`src/rtl/flip_flop.sv`:
```
// flip_flop: generic N-bit D-type register with synchronous, active-high reset.
// q follows d on every rising clk edge; reset loads RESET_VALUE and wins over d.
// No enable and no combinational path from d or reset to q.
// Optional macro FLIP_FLOP_ASSERT_EN adds simulation-only X/Z checks on
// reset and d at each rising edge; functional behaviour is identical either way.
module flip_flop #(
    parameter int unsigned    N           = 32,
    parameter logic [N-1:0]   RESET_VALUE = '0
) (
    input  logic         clk,
    input  logic         reset,
    input  logic [N-1:0] d,
    output logic [N-1:0] q
);

    // State register: reset has priority, otherwise capture d.
    always_ff @(posedge clk) begin
        if (reset) begin
            q <= RESET_VALUE;
        end else begin
            q <= d;
        end
    end

`ifdef FLIP_FLOP_ASSERT_EN
`ifndef SYNTHESIS
    // Flag unknown control or data at the sampling edge (d only matters when not in reset).
    always @(posedge clk) begin
        if ($isunknown(reset)) begin
            $error("flip_flop: reset is X/Z at rising clk edge");
        end else if (!reset && $isunknown(d)) begin
            $error("flip_flop: d is X/Z at rising clk edge while reset is low");
        end
    end
`endif
`else
`endif

endmodule

```
`config.mk`:
```
export PLATFORM = sky130hd
export DESIGN_NAME = flip_flop
export DESIGN_NICKNAME = d
export VERILOG_FILES = /design/src/rtl/flip_flop.sv
export SDC_FILE = /design/constraint.sdc
export NUM_CORES = 1
export LEC_CHECK = 0
export CORE_MARGIN = 10
export CORE_UTILIZATION = 29
export DETAILED_ROUTE_END_ITERATION = 10
export PLACE_DENSITY_LB_ADDON = 0.08
export SLEW_MARGIN = 20
export SYNTH_ARGS = -nofsm -noshare
export SYNTH_HDL_FRONTEND = slang
export SYNTH_SLANG_ARGS = --single-unit
```
`constraint.sdc`:
```
create_clock -name clk -period 0.8 [get_ports clk]
set_input_delay 0.08 -clock clk [delete_from_list [all_inputs] [get_ports clk]]
set_output_delay 0.08 -clock clk [all_outputs]
set_load 0.05 [all_outputs]
```
==> results of run 1 <==
-- cell usage after synthesis, drive strengths merged --
library cell / instances
dfxtp: 32
nor2b: 32
buf: 3
-- final cells by class --
cell class,count,area [µm²],area share
Multi-Input combinational cell,32,200,0.102
Clock buffer,8,58.8,0.0299
Sequential cell,32,681,0.346
Tap cell,31,38.8,0.0197
Timing Repair Buffer,66,991,0.503
-- layer usage --
layer / track usage / routed length (µm) / vias to the layer above
met1: 0.0810 / 818 / 295
met5: 0 / 0 / -
met4: 0.0567 / 34 / 0
met3: 0.0585 / 310 / 5
met2: 0.143 / 1190 / 36
li1: - / - / 341
-- repair_timing --
action | CTS | global route
setup endpoints to repair | 32 | 32
gates resized for setup | 32 | 0
pin swaps | 0 | 0
-- power breakdown --
group          switching (mW)  internal (mW)
clock                   0.478          0.433
sequential             0.0682           1.70
combinational           0.394          0.504
total                   0.941           2.63
-- how the worst max path moves through the flow --
| stage | endpoint | depth (start not counted) |
|---|---|---|
| 3_5_place_dp | q[1] | 3 |
| 5_1_grt | q[31] | 1 |
| 3_3_place_gp | q[23] | 3 |
| 2_1_floorplan | q[0] | 0 |
| 6_report | q[21] | 1 |
| 4_1_cts | q[21] | 1 |
-- through the flow --
step,instance area (µm²),instances,TNS [ns],util
2_1_floorplan,863,67,0,-
3_3_place_gp,1870,161,-4.80,0.667
3_5_place_dp,1870,161,-5.16,0.667
4_1_cts,1970,169,-3.04,0.702
5_1_grt,1970,169,-3.66,0.702
6_report,1970,169,-2.35,0.702
-- cells by family after synthesis --
group	count (synthesis)	synth area share
DFF	32	0.742
and+or+nand+nor	32	0.232
buffers and inverters	3	0.0261
==> flow_summary.toml, run 1 <==
[grt]
antenna_found_initial = 0
grt_max_degree = 33
overflow = 0
grt.total_usage = 0.0885
grt_pass1_wl_mm = 3.57
grt_pass1_vias = 711

[routing]
dr_total_vias = 677
drc = 0
firstDrtPassIters = 3
viasPerCell = 4.01
drtIter0Drc = 33
routedWlPerCell_um = 13.9
final_antenna_net_count = 0
drt-total-wl_mm = 2.36

[power]
p_leak_nw = 0.796
power.total_mw = 3.57
power.density_nw_per_um2 = 1820
max-vdd-ir-drop_uv = 1260

[finish]
regMostFlops = "q"
area_growth_pct = 128
reg.largest.list = "q (32)"
n_fill_cell = 195
layout.nets = 171
diodes = 0
largest_reg_flops = 32
final_cell_mix = "33 x clkdlybuf4s50_1, 33 x buf_12, 32 x nor2b_1, 32 x dfxtp_2, 5 x clkbuf_4"
layout-drive-gt1-share = 0.514

[synthesis]
syn_avg_cell_area_um2 = 12.9
synth_seq_area_share = 0.742
synth_cell_types = 3
yosysWarnings = 0
syn_nets = 101
synth_cells = 67
synth_top_area_cell = "dfxtp_1"
synthesis.area_um2 = 863
synth_top_area_share = 0.742
ys_ff_latch = 32
synthTopCellsByArea = "dfxtp_1 74%, nor2b_1 23%, buf_4 2.6%"

[clock_network]
cts_max_level = 2
postCtsHoldBufs = 0
clk_path_buf_depth = 2
post_cts_buffers = 0
root_buffer = "clkbuf_4"
cts.sinks = 32
clk_pin_slew_worst_paths_ns = 0.09
cts-buffers-inserted = 5
tritoncts = "built"

[timing]
slew_headroom = 0.912
final-setup-viol-count = 32
rsz0062_at_grt = "yes"
hold_violations = 0
worst_slew_pin_slew_ns = 0.133
whs_ns = 0.302
fin_crit_sh = 1.11
fmax_mhz = 1130
drv_slew = 0
setup_ws_ns = -0.0869
period_minus_slack_ns = 0.887

[hold_path]
hp-class = "in -> reg"
whs_path_depth = 2
min_to = "q[31]"
hp-start = "d[31]"

[setup_path]
cp-end-kind = "primary output"
critPathLaunchType = "flip-flop"
critPathMaxStageDelay_ns = 0.36
cp_slowest_cell = "dfxtp_2"
critical_path_class = "reg -> out"
critPathRequiredTime_ns = 0.72
cpLargestDelayFamily = "flip-flops"
path_max_fanout = 1
cp_num_buf_inv = 1
cp.arrival_ns = 0.81
setup.worst_path.start = "q[21]"
crit_chain = "buf_12"

[floorplan]
fp-row-count = 19
io_pins = 66
initial_core_util = 0.308
fp.dieW_um = 74.6
die_y_um = 74.6
die-area_um2 = 5560
core_area_um2 = 2810

[status]
status = "complete, but fails checks"
violations = "setup timing"

[place]
io_buffers = 65
gp_congestion = 0.653
dp_slack_ns = -0.178
dp_hpwl_mm = 1.97

[flow_run]
cap_violations = 0
Power figures use the tool's default switching activity.
==> run 2: changes to the inputs <==
- CORE_UTILIZATION: 29 -> 34
- clock period: 0.8 -> 1.09 ns (I/O delays scaled with it)
==> flow_summary.toml, run 2 (same netlist as run 1, synthesis figures left out) <==
[routing]
drtIter0Drc = 14
dr_total_vias = 667
drt-total-wl_mm = 2.29
final_antenna_net_count = 0
viasPerCell = 3.97
routedWlPerCell_um = 13.6
drc = 0
firstDrtPassIters = 3

[timing]
worst_slew_pin_slew_ns = 0.129
rsz0062_at_grt = "no"
fmax_mhz = 1040
hold_violations = 0
slew_headroom = 0.914
final-setup-viol-count = 0
fin_crit_sh = 0.878
fin_setup_tns_ns = 0
drv_slew = 0
period_minus_slack_ns = 0.957

[setup_path]
critical_path_class = "reg -> out"
cp.arrival_ns = 0.85
critPathRequiredTime_ns = 0.98
crit_chain = "buf_12"
critPathLaunchType = "flip-flop"
cpLargestDelayFamily = "flip-flops"
cp_num_buf_inv = 1
cp_slowest_cell = "dfxtp_1"
cp-end-kind = "primary output"
critPathMaxStageDelay_ns = 0.38
path_max_fanout = 1

[power]
power.internal_mw = 2.08
p_comb_frac = 0.235
seq_power_share = 0.459
max-vdd-ir-drop_uv = 1170
power.density_nw_per_um2 = 1430
p_clk_frac = 0.306
power.total_mw = 2.79
swShare = 0.256
p_leak_nw = 0.797
p_switching_uw = 713

[clock_network]
cts-buffers-inserted = 5
clk_path_buf_depth = 2
post_cts_buffers = 0
postCtsHoldBufs = 0
cts_max_level = 2
post_cts_resized = 0
clk_pin_slew_worst_paths_ns = 0.10
cts.sinks = 32
tritoncts = "built"
root_buffer = "clkbuf_4"

[grt]
grt_max_degree = 33
grt.total_usage = 0.0977
grt_pass1_vias = 746
antenna_found_initial = 0
overflow = 0
grt_pass1_wl_mm = 3.74

[floorplan]
core_area_um2 = 2450
fp.dieW_um = 70.4
initial_core_util = 0.352
fp-row-count = 18
die-area_um2 = 4950
io_pins = 66
die_y_um = 70.4

[finish]
regMostFlops = "q"
instances_no_fill = 168
area_growth_pct = 126
reg.largest.list = "q (32)"
layout-drive-gt1-share = 0.297
regArea_um2 = 641
diodes = 0
layout.nets = 171
n_fill_cell = 144
final_cell_mix = "33 x clkdlybuf4s50_1, 33 x buf_12, 32 x nor2b_1, 32 x dfxtp_1, 5 x clkbuf_4"
largest_reg_flops = 32
multiInputGateArea_um2 = 200
fin_area_um2 = 1950

[hold_path]
hp-class = "in -> reg"

[place]
place_inst = 160
placed_area_um2 = 1870
io_buffers = 65
dp_hpwl_mm = 1.98
gp_congestion = 0.663

[flow_run]
cap_violations = 0

[status]
status = "completed"
[run 2: cell types whose count changed in the layout (fill, tap and decap cells not counted), sizes merged]
| cell | previous run | this run |
|---|---|---|
| clkbuf | 8 | 5 |
| bufinv | 0 | 1 |
| clkinv | 0 | 1 |
| clkinvlp | 0 | 1 |
[run 2: layout make-up]
type / count / area share
Sequential cell: 32 / 0.329
Timing Repair Buffer: 66 / 0.508
Clock buffer: 5 / 0.0193
Clock inverter: 3 / 0.0218
Multi-Input combinational cell: 32 / 0.103
Tap cell: 30 / 0.0193
[run 2: worst paths after layout]
check	end	cells after the start	slack, ns	start
setup / recovery	q[0]	1	0.13	q[0]
hold / removal	q[8]	2	0.33	d[8]
[run 2: routing by layer]
layer  share of wire  global-route usage  vias up
met5               0                   0        -
met2            0.53               0.172       39
met3            0.15              0.0777        5
met4           0.014              0.0395        0
met1            0.31              0.0782      285
li1                -                   -      338
[run 2: power groups by stage]
stage / logic, mW / clock network [mW] / registers (mW)
after floorplan: 0.0562 / 0 / 1.50
after global placement: 0.657 / 0 / 1.31
after detailed placement: 0.665 / 0 / 1.31
after CTS: 0.665 / 0.890 / 1.28
after global routing: 0.682 / 0.948 / 1.29
final: 0.656 / 0.854 / 1.28
[run 2: per-stage QoR]
stage | setup slack (ns) | hold slack (ns) | utilization
floorplan | 0.394 | 0.181 | -
finish | 0.133 | 0.325 | 0.794
detailed placement | 0.0897 | 0.557 | 0.761
global placement | 0.110 | 0.556 | 0.761
CTS | 0.0980 | 0.304 | 0.794
global route | 0.0685 | 0.304 | 0.794
